File: config.mk
export PLATFORM = sky130hd
export DESIGN_NAME = imem_dmem_arbiter
export DESIGN_NICKNAME = d
export VERILOG_FILES = /design/src/rtl/imem_dmem_arbiter.sv
export SDC_FILE = /design/constraint.sdc
export NUM_CORES = 1
export LEC_CHECK = 0
export CAP_MARGIN = 20
export CORE_ASPECT_RATIO = 0.7
export CORE_UTILIZATION = 39
export DETAILED_ROUTE_END_ITERATION = 10
export PLACE_DENSITY = 0.9
export SYNTH_ARGS = -nofsm -noshare
export SYNTH_HDL_FRONTEND = slang
export SYNTH_SLANG_ARGS = --single-unit
File: constraint.sdc
create_clock -name clk_i -period 2.05 [get_ports clk_i]
set_clock_uncertainty 0.05 [all_clocks]
set_input_delay 0.41 -clock clk_i [delete_from_list [all_inputs] [get_ports clk_i]]
set_output_delay 0.41 -clock clk_i [all_outputs]
set_load 0.01 [all_outputs]
File: src/rtl/imem_dmem_arbiter.sv
// imem_dmem_arbiter
// Shares one single-port BRAM port between instruction fetch (IF) and the
// load/store unit (DM). The BRAM has a 1-cycle read latency. Arbitration is
// round-robin.
//
// Each side has the following:
//   - A valid/ready request channel.
//   - A valid/ready response channel with a one-entry hold register, which
//     keeps an unaccepted read response stable until the consumer takes it.
//
// IF also has a flush input that drops stale fetch responses.
//
// Ports:
//   clk_i, rst_i                      clock, synchronous active-high reset
//   if_req_valid_i/ready_o, if_addr_i fetch request channel
//   if_flush_i                        drop older fetch responses
//   if_rsp_valid_o/data_o/ready_i     fetch response channel
//   dm_req_valid_i/ready_o, dm_addr_i data request channel
//   dm_we_i, dm_wstrb_i, dm_wdata_i   write control / byte enables / data
//   dm_rsp_valid_o/data_o/ready_i     load response channel
//   mem_en_o, mem_we_o, mem_addr_o,
//   mem_wdata_o, mem_rdata_i          BRAM port (read data one cycle after enable)
module imem_dmem_arbiter #(
  parameter int XLEN   = 32,
  parameter int STRB_W = XLEN / 8
) (
  input  logic              clk_i,
  input  logic              rst_i,
  input  logic              if_req_valid_i,
  output logic              if_req_ready_o,
  input  logic [XLEN-1:0]   if_addr_i,
  input  logic              if_flush_i,
  output logic              if_rsp_valid_o,
  output logic [XLEN-1:0]   if_rsp_data_o,
  input  logic              if_rsp_ready_i,
  input  logic              dm_req_valid_i,
  output logic              dm_req_ready_o,
  input  logic [XLEN-1:0]   dm_addr_i,
  input  logic              dm_we_i,
  input  logic [STRB_W-1:0] dm_wstrb_i,
  input  logic [XLEN-1:0]   dm_wdata_i,
  output logic              dm_rsp_valid_o,
  output logic [XLEN-1:0]   dm_rsp_data_o,
  input  logic              dm_rsp_ready_i,
  output logic              mem_en_o,
  output logic [STRB_W-1:0] mem_we_o,
  output logic [XLEN-1:0]   mem_addr_o,
  output logic [XLEN-1:0]   mem_wdata_o,
  input  logic [XLEN-1:0]   mem_rdata_i
);

  typedef enum logic {GNT_IF = 1'b0, GNT_DM = 1'b1} grant_e;

  grant_e            last_grant_r;
  logic              if_inflight_r;
  logic              if_hold_valid_r;
  logic [XLEN-1:0]   if_hold_data_r;
  logic              dm_inflight_r;
  logic              dm_hold_valid_r;
  logic [XLEN-1:0]   dm_hold_data_r;

  logic              if_rsp_valid_s;
  logic [XLEN-1:0]   if_rsp_data_s;
  logic              dm_rsp_valid_s;
  logic [XLEN-1:0]   dm_rsp_data_s;
  logic              if_elig_s;
  logic              dm_elig_s;
  logic              if_grant_s;
  logic              dm_grant_s;

  // Response presentation. Live BRAM data is used in the cycle after the
  // grant; after that, the captured copy in the hold register is used.
  // Flush hides any IF response in the cycle it is asserted.
  always_comb begin
    if_rsp_valid_s = 1'b0;
    dm_rsp_valid_s = 1'b0;
    if_rsp_data_s  = mem_rdata_i;
    dm_rsp_data_s  = mem_rdata_i;
    if (rst_i || if_flush_i) begin
      if_rsp_valid_s = 1'b0;
    end else begin
      if_rsp_valid_s = if_inflight_r | if_hold_valid_r;
    end
    if (rst_i) begin
      dm_rsp_valid_s = 1'b0;
    end else begin
      dm_rsp_valid_s = dm_inflight_r | dm_hold_valid_r;
    end
    if (if_hold_valid_r) begin
      if_rsp_data_s = if_hold_data_r;
    end else begin
      if_rsp_data_s = mem_rdata_i;
    end
    if (dm_hold_valid_r) begin
      dm_rsp_data_s = dm_hold_data_r;
    end else begin
      dm_rsp_data_s = mem_rdata_i;
    end
  end

  // Eligibility and round-robin grant. A port whose response would still be
  // pending next cycle is not eligible, so each port has at most one read
  // outstanding.
  always_comb begin
    if_elig_s  = if_req_valid_i & (~if_rsp_valid_s | if_rsp_ready_i) & ~rst_i;
    dm_elig_s  = dm_req_valid_i & (~dm_rsp_valid_s | dm_rsp_ready_i) & ~rst_i;
    if_grant_s = 1'b0;
    dm_grant_s = 1'b0;
    if (if_elig_s && dm_elig_s) begin
      if (last_grant_r == GNT_DM) begin
        if_grant_s = 1'b1;
      end else begin
        dm_grant_s = 1'b1;
      end
    end else begin
      if_grant_s = if_elig_s;
      dm_grant_s = dm_elig_s;
    end
  end

  // BRAM port drive. The address is passed through unregistered because the
  // BRAM wrapper registers it.
  always_comb begin
    mem_en_o    = 1'b0;
    mem_we_o    = {STRB_W{1'b0}};
    mem_addr_o  = {XLEN{1'b0}};
    mem_wdata_o = {XLEN{1'b0}};
    if (if_grant_s) begin
      mem_en_o   = 1'b1;
      mem_addr_o = if_addr_i;
    end else if (dm_grant_s) begin
      mem_en_o   = 1'b1;
      mem_addr_o = dm_addr_i;
      if (dm_we_i) begin
        mem_we_o    = dm_wstrb_i;
        mem_wdata_o = dm_wdata_i;
      end else begin
        mem_we_o    = {STRB_W{1'b0}};
        mem_wdata_o = {XLEN{1'b0}};
      end
    end else begin
      mem_en_o = 1'b0;
    end
  end

  assign if_req_ready_o = if_grant_s;
  assign dm_req_ready_o = dm_grant_s;
  assign if_rsp_valid_o = if_rsp_valid_s;
  assign if_rsp_data_o  = if_rsp_data_s;
  assign dm_rsp_valid_o = dm_rsp_valid_s;
  assign dm_rsp_data_o  = dm_rsp_data_s;

  // State update: last grant, in-flight reads and response hold registers.
  // Each in-flight flag is reloaded from this cycle's grant. As a result, a
  // fetch accepted during a flush survives, while the older in-flight read
  // is dropped. An unaccepted valid response is copied into the hold
  // register. A flush makes the IF response invalid, so a held response is
  // released.
  always_ff @(posedge clk_i) begin
    if (rst_i) begin
      last_grant_r    <= GNT_DM;
      if_inflight_r   <= 1'b0;
      if_hold_valid_r <= 1'b0;
      if_hold_data_r  <= {XLEN{1'b0}};
      dm_inflight_r   <= 1'b0;
      dm_hold_valid_r <= 1'b0;
      dm_hold_data_r  <= {XLEN{1'b0}};
    end else begin
      if (if_grant_s) begin
        last_grant_r <= GNT_IF;
      end else if (dm_grant_s) begin
        last_grant_r <= GNT_DM;
      end else begin
        last_grant_r <= last_grant_r;
      end
      if_inflight_r <= if_grant_s;
      dm_inflight_r <= dm_grant_s & ~dm_we_i;
      if (if_rsp_valid_s && !if_rsp_ready_i) begin
        if_hold_valid_r <= 1'b1;
        if_hold_data_r  <= if_rsp_data_s;
      end else begin
        if_hold_valid_r <= 1'b0;
        if_hold_data_r  <= if_hold_data_r;
      end
      if (dm_rsp_valid_s && !dm_rsp_ready_i) begin
        dm_hold_valid_r <= 1'b1;
        dm_hold_data_r  <= dm_rsp_data_s;
      end else begin
        dm_hold_valid_r <= 1'b0;
        dm_hold_data_r  <= dm_hold_data_r;
      end
    end
  end

endmodule

======== Word-level counts from Yosys, hierarchy flattened ========
Index checks and enable logic that the tools add are counted.
storage, ports and cells
  output and inout bits ................... 137
  register bits after elaboration ......... 69
  bits of input ports ..................... 140
operators by class
  bitwise gates (word level) .............. 13
  muxes and demuxes ....................... 22
  reduce and logical (&&, ||, !) cells .... 7
operator list
  cell               count
  $mux 32            7
  $mux 1             12
  $mux 4             3
  $and 1x1->1        5
  $not 1->1          4
  $or 1x1->1         4
  $logic_and 1x1->1  3
  $logic_not 1->1    2
  $reduce_bool 2->1  1
  $logic_or 1x1->1   1

======== Longest topological paths before layout ========
Gate-level depths: netlist of run 1.
  word-level depth ........................ 10
  depth in mapped cells ................... 7
  mapped depth without buffers ............ 3

======== Least setup slack after synthesis of run 1 ========
No wires, ideal clock.
  kind .................................... input -> output
  from .................................... input port if_rsp_ready_i
  to ...................................... output port mem_addr_o[23]
  setup slack ............................. 0.106 ns
  cell stages on the path ................. 6
  arrival ................................. 1.484 ns
  cells stage by stage .................... clkbuf_1 -> inv_2 -> a221o_1 -> buf_2 -> buf_6 -> o32ai_2
between the ends
  cells in the longest elaborated chain, start to end .. 7
  elaborated cells on any way between the ends .. 8
ends and longest elaborated chain
  element                        line  source
  start, declared                35    input logic if_rsp_ready_i,
  $or 1x1->1 (*)                 105   if_elig_s = if_req_valid_i & (~if_rsp_valid_s | if_rsp_ready_i) & ~rst_i;
  $and 1x1->1 (*) (2 in series)  105
  $logic_and 1x1->1              109   if (if_elig_s && dm_elig_s) begin
  $mux 1                         109
  $mux 32                        131   end else if (dm_grant_s) begin
  $mux 32 (*)                    128   if (if_grant_s) begin
  end, declared                  47    output logic [XLEN-1:0] mem_addr_o,
Every way passes the cells marked *; elsewhere a longest branch is shown, timed or not.

======== Worst setup path after layout of run 1 ========
  from .................................... register if_inflight_r
  to ...................................... output port mem_addr_o[0]
between the ends
  cells in the longest elaborated chain, start to end .. 10
  elaborated cells on any way between the ends .. 11
ends and longest elaborated chain
  element                        line  source
  start, declared                55    logic if_inflight_r;
  start signal, assigned         176   if_inflight_r <= if_grant_s;
  $or 1x1->1 (*)                 82    if_rsp_valid_s = if_inflight_r | if_hold_valid_r;
  $mux 1 (*)                     79    if (rst_i || if_flush_i) begin
  $not 1->1 (*)                  105
  $or 1x1->1 (*)                 105
  $and 1x1->1 (*) (2 in series)  105
  $logic_and 1x1->1              109
  $mux 1                         109
  $mux 32                        131
  $mux 32 (*)                    128
Marked as above.

==> impl_results.md, run 1 <==
* Endpoints failing setup at 71
* P_leak at 3.868 nW
* Yosys top cell by area: dfxtp_1
* Fillers at 802
* Fin. Hold Viols at 0
* Initial Util at 40.44%
* Port buffer count at 276
* R2R Path End: if_hold_data_r[19]
* Pre-CTS setup slack at -0.8450 ns
* TritonRoute pass-1 iters at 5
* Io pins at 277
* Min Tclk post-route at 2.355 ns
* Via density at 5.607
* Starting DRT DRC Count at 285
* Total GRT Usage at 28.47%
* TritonCTS clock tree: yes
* Die area at 12,740 um^2
* Initial antenna violation count at 3
* Core Area at 11,850 um^2
* Clock Latency Late Sink at 0.34 ns
* Clk pin slew, worst setup/hold paths at 0.05 ns
* Fin crit share at 114.9%
* Synthesized area per cell at 8.588 um^2
* Sequential element share of the synthesized area at 28.83%
* Share of layout cells above drive strength 1 at 44.41%
* Min-delay src: rst_i
* Normalized max-slew margin at 66.65%
* HPWL Detailed at 12,130 um
* Final WS setup at -0.3048 ns
* Fin nets at 1,002
* Top-area cell type share of the netlist area at 28.83%
* R2R depth at 6
* Critical Path Start Type: flop
* Status: finished, violations left
* Total gr overflow at 0
* Distinct cell type count after synthesis at 26
* Number of synthesized register bits at 69
* Routed vias at 5,758
* Top cells by count, synth: nand2_1 (102), mux2_2 (94), dfxtp_1 (69), nor4_1 (69), clkbuf_1 (44)
* Yosys warns at 0
* PwrDens at 485.6 nW/um^2
* Routed length per placed instance at 20.81 um
* Cells after Synth at 558
* Endpoint class of the critical path: output port
* Maximum clock path buffer count at 2
* Finished Cell Area at 9185 um^2
* Syn Std Cell Area at 4792 um^2
* EDFF count, synth at 0
* TritonCTS Sinks at 69
* GP Congestion at 0.7273
* Most instantiated library cell after synthesis: nand2_1
* Vias in the first global route at 5,305
* RSZ-0062 raised after global routing: yes
* Die H at 94.74 um
* Highest Clock Rate at 424.7 MHz
* Die width at 134.5 um
* Main synth FF type: dfxtp_1
* Synth Net Count at 698
* First-pass GRT wire length at 28,150 um
* Flop-to-flop setup slack at 0.35 ns
* Top cells by area, synth: dfxtp_1 (29%), mux2_2 (22%), o32ai_2 (9.5%)
* Final setup TNS at -15.19 ns
* Asr flop ratio synth at 0%
* Worst Hold Depth at 3
* Clock tree root buffer cell: clkbuf_16
* Peak supply drop at 0.4157 mV
* End of the worst hold path: if_hold_data_r[27]
* H-tree depth at 3
* Fin. max-slew vios at 0
* MaxCap Viol Count at 0
* Rows at 33
* Area Overhead vs Synth at 91.67%
* Failing checks: negative setup slack
* Largest net degree at the start of global routing at 43
* Pwr Total at 4.460 mW
* Clock buffer count from CTS at 9
* Post-place instance area at 7791 um^2
* Detail Route Antenna Nets at 0
* Total Wirelength at 21,370 um
* Crit-path max FO at 7
* Hold_buf cts at 0
* HP Class: primary input to flop
* Worst endpoint required time at 1.59 ns
* Residual DRC at 0
* Slew at the pin closest to its max-slew limit at 0.5002 ns
* Kind of critical path: flop to output port
* Crit path DAT at 1.89 ns
* Crit Reg-Reg Startpoint: if_hold_valid_r
## placed cells by master, fill, tap and decap left out, types with 11 or more instances in the layout
master,synthesis,routed
a31oi_1,32,32
buf_12,0,22
buf_2,22,71
buf_4,0,35
buf_6,5,20
clkbuf_16,0,17
clkbuf_2,0,30
clkdlybuf4s50_1,0,132
dfxtp_1,69,65
dlymetal6s2s_1,0,35
mux2_2,94,87
nand2_1,102,101
nor2b_1,33,33
nor3_1,34,34
nor4_1,69,36
nor4_2,0,11
nor4_4,0,22
o32ai_2,28,27
## worst max-delay path by stage
stage | startpoint | endpoint | slack (ns) | depth (start not counted)
floorplan | if_rsp_ready_i | mem_addr_o[23] | 0.11 | 6
global placement | dm_rsp_ready_i | mem_we_o[3] | -0.82 | 6
detailed placement | if_flush_i | mem_addr_o[31] | -0.85 | 6
CTS | if_hold_valid_r | if_rsp_valid_o | -0.33 | 5
global route | if_hold_valid_r | mem_we_o[3] | -0.37 | 8
finish | if_inflight_r | mem_addr_o[0] | -0.30 | 8
## stage by stage
step,hold slack (ns),utilization [%],instances
after floorplan,0.4411,-,558
after global placement,0.4510,65.75,953
final,0.3829,77.51,1027
after CTS,0.3715,71.06,993
after global routing,0.4091,77.51,1027
after detailed placement,0.4673,65.75,953
## state kept, by name (all words and copies together) (netlist names)
| signal | cells |
|---|---|
| dm_hold_data_r | 32 |
| dm_hold_valid_r | 1 |
| dm_inflight_r | 1 |
| if_hold_data_r | 32 |
| if_hold_valid_r | 1 |
| if_inflight_r | 1 |
| last_grant_r | 1 |
## critical path, cell delays in order (launching register included)
cell and delay [ns]:
dfxtp_2 0.33, o21ba_4 0.22, buf_6 0.12, a21oi_4 0.20, buf_12 0.18, buf_12 0.14
buf_12 0.13, o32ai_2 0.08, buf_2 0.15
## power breakdown
group	switching [mW]	internal [mW]	total [mW]
sequential	0.0182	1.38	1.39
combinational	0.751	0.851	1.60
clock	0.582	0.883	1.47
total	1.35	3.11	4.46
## metal layers
layer  part of all wire (%)  track usage, %  vias up
li1                       -               -     2697
met1                     38           33.44     2734
met2                     50           49.91      286
met3                    9.2           9.877       41
met4                    2.3           6.835        0
met5                      0               0        -
## layout make-up
class	count	area, um^2	area share (%)
multi-input combinational	414	3664	39.89
inverter	3	11.26	0.1226
clock buffer	13	260.3	2.833
clock inverter	3	20.02	0.2180
tap	157	196.4	2.139
timing repair buffer	365	3637	39.60
antenna	3	7.507	0.08173
sequential	69	1389	15.12
## what timing repair did
item / 4_1_cts / 5_1_grt
setup endpoints to repair: 137 / 130
gates cloned: 10 / 13
setup buffers: 14 / 21
pin swaps: 4 / 55
resized for setup: 311 / 271
## cells by family (layout without fill, tap and decap cells)
group,after synthesis,count (layout),synth area share [%]
mux,96,96,22.56
flops,69,69,28.82
compound gates,73,73,15.74
buf+inv,76,384,7.311
other cells,0,3,0
simple gates,244,245,25.56
(Power assumes the default switching activity.)
==> inputs of run 2 (changes only) <==
- MAX_ROUTING_LAYER: not set -> met4
==> impl_results.md, run 2 (synthesis gave the netlist of run 1 again) <==
* R2R depth at 6
* Slew at the pin closest to its max-slew limit at 0.4763 ns
* Kind of critical path: flop to output port
* TritonCTS clock tree: yes
* Pwr Total at 4.470 mW
* Starting DRT DRC Count at 316
* Die width at 134.5 um
* Normalized max-slew margin at 68.25%
* Fin nets at 1,004
* Initial Util at 40.44%
* Routed length per placed instance at 21.00 um
* Detail Route Antenna Nets at 0
* Crit Reg-Reg Startpoint: if_hold_valid_r
* MaxCap Viol Count at 0
* RSZ-0062 raised after global routing: yes
* Crit-path max FO at 7
* Core Area at 11,850 um^2
* Total Wirelength at 21,590 um
* Clk pin slew, worst setup/hold paths at 0.06 ns
* PwrDens at 487.1 nW/um^2
* Highest Clock Rate at 422.1 MHz
* Final WS setup at -0.3190 ns
* Via density at 5.641
* Maximum clock path buffer count at 2
* First-pass GRT wire length at 28,150 um
* Highest-count cells in the layout ignoring fill and taps: clkdlybuf4s50_1 (132), nand2_1 (101), mux2_2 (90)
* Failing checks: negative setup slack
* Status: finished, violations left
* Clock Latency Late Sink at 0.33 ns
* Endpoint class of the critical path: output port
* Initial antenna violation count at 2
* R2R Path End: if_hold_data_r[19]
* Total GRT Usage at 29.32%
* Residual DRC at 0
* Worst Hold Depth at 3
* Crit path DAT at 1.91 ns
* Worst endpoint required time at 1.59 ns
* TritonCTS Sinks at 69
* Final setup TNS at -16.62 ns
* Min Tclk post-route at 2.369 ns
* Io pins at 277
* Hold_buf cts at 0
* Largest net degree at the start of global routing at 43
* HP Class: primary input to flop
* Rows at 33
* H-tree depth at 3
* Die H at 94.74 um
* Endpoints failing setup at 71
* Total gr overflow at 0
* Fin. Hold Viols at 0
* HPWL Detailed at 12,130 um
* Peak supply drop at 0.4160 mV
* Vias in the first global route at 5,291
* Min-delay src: rst_i
* TritonRoute pass-1 iters at 5
* Flop-to-flop setup slack at 0.34 ns
* Port buffer count at 276
* P_leak at 3.861 nW
* Fin. max-slew vios at 0
* Clock buffer count from CTS at 9
* Fin crit share at 115.6%
* Die area at 12,740 um^2
* Most common cell after layout, fill and taps aside: clkdlybuf4s50_1
* GP Congestion at 0.7360
* Area Overhead vs Synth at 91.51%
* Routed vias at 5,799
* Top flop regs: dm_hold_data_r (32), if_hold_data_r (32)
* Share of layout cells above drive strength 1 at 44.76%
* Clock tree root buffer cell: clkbuf_16
* Critical Path Start Type: flop
* End of the worst hold path: if_hold_data_r[27]
## run 2: cell types whose count changed in the layout (fill, tap and decap cells not counted), sizes merged
cell,delta
buf,-2
diode,-1
clkbuf,+4
## run 2: report_power, final
part | switching [mW] | total [mW] | leakage [nW] | internal [mW]
sequential | 0.0181 | 1.39 | 0.561 | 1.38
combinational | 0.753 | 1.61 | 3.17 | 0.853
clock | 0.588 | 1.47 | 0.132 | 0.884
total | 1.36 | 4.47 | 3.86 | 3.11
## run 2: worst max path at each step
stage / depth (start not counted) / to / from
floorplan: 6 / mem_addr_o[23] / if_rsp_ready_i
global placement: 6 / mem_we_o[3] / dm_rsp_ready_i
detailed placement: 6 / mem_addr_o[31] / if_flush_i
CTS: 5 / if_rsp_valid_o / if_hold_valid_r
global route: 8 / mem_addr_o[0] / if_hold_valid_r
finish: 8 / mem_addr_o[7] / if_hold_valid_r
## run 2: critical path: stages (launching register included)
cell and delay (ns):
dfxtp_2 0.34, o21ba_4 0.21, buf_6 0.12, a21oi_4 0.21, buf_12 0.18, buf_12 0.14
clkbuf_16 0.15, o32ai_2 0.06, buf_2 0.15
## run 2: metrics by stage
stage / std cells / cell area (um^2) / hold WS (ns) / worst slack (ns) / utilization, %
after floorplan: 558 / 4792 / 0.4411 / 0.1060 / -
after global placement: 953 / 7791 / 0.4510 / -0.8217 / 65.75
after detailed placement: 953 / 7791 / 0.4673 / -0.8450 / 65.75
after CTS: 993 / 8421 / 0.3715 / -0.3328 / 71.06
after global routing: 1028 / 9178 / 0.4266 / -0.3748 / 77.45
final: 1028 / 9178 / 0.3973 / -0.3190 / 77.45
## run 2: final cells by class
cell class	count	area, um^2
antenna	2	5.005
clock inverter	3	20.02
clock buffer	13	260.3
tap	157	196.4
multi-input combinational	414	3646
inverter	3	11.26
timing repair buffer	367	3650
fill	803	2673
sequential	69	1389
## run 2: timing repair
action | in CTS | in global routing
resized for setup | 311 | 270
setup buffers | 14 | 24
gates cloned | 10 | 13
endpoints found under the setup margin | 137 | 127
pin swaps | 4 | 52
## run 2: per-layer routing
| layer | vias to the layer above | share of wire, % | global-route usage, % |
|---|---|---|---|
| met2 | 288 | 51 | 49.91 |
| met4 | 0 | 2.3 | 7.772 |
| met5 | - | 0 | - |
| met3 | 55 | 8.3 | 7.890 |
| met1 | 2765 | 39 | 34.29 |
| li1 | 2691 | - | - |
==> inputs of run 3 (changes only) <==
- CORE_MARGIN: not set -> 2
==> impl_results.md, run 3 (synthesis gave the netlist of run 1 again) <==
* Share of layout cells above drive strength 1 at 41.26%
* Clk pin slew, worst setup/hold paths at 0.06 ns
* Met2 Resource Use GR at 51.69%
* Register area at 1389 um^2
* P_leak at 3.651 nW
* Slowest cell delay on critical path at 0.36 ns
* GP Congestion at 0.9551
* H-tree depth at 3
* Core Util, Final at 78.26%
* TritonRoute pass-1 iters at 5
* Fillers at 757
* Pwr Total at 4.647 mW
* RSZ-0062 raised after global routing: yes
* Final WS setup at -0.3268 ns
* Status: finished, violations left
* Maximum clock path buffer count at 2
* Die area at 13,200 um^2
* HP Class: flop to flop
* Crit path DAT at 1.92 ns
* Gr busiest metal: met2
* Total gr overflow at 0
* Fin crit share at 115.9%
* HPWL Detailed at 12,760 um
* Peak supply drop at 0.4502 mV
* Total Wirelength at 22,700 um
* Top flop regs: dm_hold_data_r (32), if_hold_data_r (32)
* Clock Latency Late Sink at 0.33 ns
* Routed length per placed instance at 22.27 um
* Core Area at 11,850 um^2
* Internal at 3.246 mW
* Switching Fraction at 30.15%
* Min Tclk post-route at 2.377 ns
* PwrDens at 501.1 nW/um^2
* Final std cells w/o fill at 1,019
* Sequential power share at 30.0%
* TritonCTS clock tree: yes
* Fin nets at 993
* Dpl cells at 963
* Clock tree root buffer cell: clkbuf_16
* CP Buf/Inv Count at 4
* Comb pwr share at 35.4%
* Switch Pwr at 1.401 mW
* Crit-path slowest cell: dfxtp_2
* Die width at 136.5 um
* Residual DRC at 0
* Port buffer count at 276
* Starting DRT DRC Count at 442
* MaxCap Viol Count at 0
* Endpoints failing setup at 113
* CP Cell Sequence: o21ba_4 > a21oi_4 > buf_6 > buf_12 > buf_4 > nor4_4 > buf_2
* Failing checks: negative setup slack
* Via density at 5.735
* Fin. Hold Viols at 0
* Total GRT Usage at 31.93%
* Routed vias at 5,844
* Multi-input logic area at 3805 um^2
* Slew at the pin closest to its max-slew limit at 0.7278 ns
* Vias in the first global route at 5,745
* Largest net degree at the start of global routing at 74
* Clock buffer count from CTS at 9
* Endpoint class of the critical path: output port
* Crit-path max FO at 12
* Normalized max-slew margin at 51.48%
* Fin. max-slew vios at 0
* Met3 Usage GRT at 9.277%
* Area Overhead vs Synth at 93.52%
* Initial Util at 40.44%
* Kind of critical path: flop to output port
* Family with the most delay on the worst path: buffers and inverters
* Io pins at 277
* Most common cell after layout, fill and taps aside: clkdlybuf4s50_1
* First-pass GRT wire length at 32,040 um
* Initial antenna violation count at 4
* Clk pwr share at 34.6%
* TritonCTS Sinks at 69
* Met1 usage at 36.92%
* Detail Route Antenna Nets at 0
* Critical Path Start Type: flop
* Rows at 33
* Worst endpoint required time at 1.59 ns
* Highest-count cells in the layout ignoring fill and taps: clkdlybuf4s50_1 (132), nand2_1 (101), mux2_2 (86)
* Highest Clock Rate at 420.7 MHz
* Die H at 96.74 um
* Hold_buf cts at 0
run 3: cell types whose count changed in the layout (fill, tap and decap cells not counted), moves of 5 or more:
cell             delta
nor4_4             +15
buf_8               -5
dlymetal6s2s_1     -31
clkbuf_2           -28
nor4_2             -14
clkbuf_16           -7
clkdlybuf4s15_1     +8
dlygate4sd2_1      +49
buf_16              +5
run 3: layout make-up:
class | instances | area share [%]
multi-input combinational | 413 | 41.03
timing repair buffer | 357 | 38.29
sequential | 69 | 14.98
clock buffer | 12 | 2.766
tap | 157 | 2.118
clock inverter | 4 | 0.5936
inverter | 3 | 0.1214
antenna | 4 | 0.1079
run 3: worst paths after layout:
check,depth (start not counted),slack (ns),to,start
worst max register to register,6,0.25,dm_hold_data_r[6],dm_hold_valid_r
worst max-delay path,7,-0.33,mem_wdata_o[25],if_hold_valid_r
worst min-delay path,2,0.49,if_hold_data_r[28],if_hold_data_r[28]
worst min register to register,2,0.49,if_hold_data_r[28],if_hold_data_r[28]
run 3: through the flow:
| step | setup WS [ns] | cell area (um^2) | TNS [ns] | hold WS [ns] |
|---|---|---|---|---|
| 6_report | -0.3268 | 9274 | -14.31 | 0.4869 |
| 5_1_grt | -0.3682 | 9274 | -20.79 | 0.5044 |
| 4_1_cts | -0.2723 | 8880 | -15.36 | 0.4889 |
| 3_5_place_dp | -0.8838 | 7941 | -56.43 | 0.4811 |
| 3_3_place_gp | -0.8503 | 7941 | -54.02 | 0.4557 |
| 2_1_floorplan | 0.1060 | 4792 | 0 | 0.4411 |
run 3: tightest hold or removal path, delay by kind of cell, from the launching register on:
| kind | cells | cell delay, ns |
|---|---|---|
| AO/OA/AOI/OAI | 1 | 0.13 |
| flip-flops | 1 | 0.31 |
| AND/OR/NAND/NOR | 1 | 0.05 |
run 3: timing repair:
item                                    4_1_cts  5_1_grt
buffers inserted                             17        6
cloned                                       14        1
gates resized for setup                     487       65
endpoints found under the hold margin         0        0
endpoints found under the setup margin      137      137
pin swaps                                    15       25
run 3: power by group through the flow:
| stage | clock (mW) | sequential (mW) | combinational, mW |
|---|---|---|---|
| final | 1.61 | 1.39 | 1.65 |
| after detailed placement | 0 | 1.42 | 1.31 |
| after floorplan | 0 | 1.41 | 0.573 |
| after global placement | 0 | 1.42 | 1.29 |
| after global routing | 1.70 | 1.40 | 1.73 |
| after CTS | 1.63 | 1.39 | 1.50 |
run 3: layer usage:
layer	part of all wire, %	up-vias
li1	-	2671
met1	37	2776
met2	49	318
met3	8.4	79
met4	5.3	0
met5	0	-
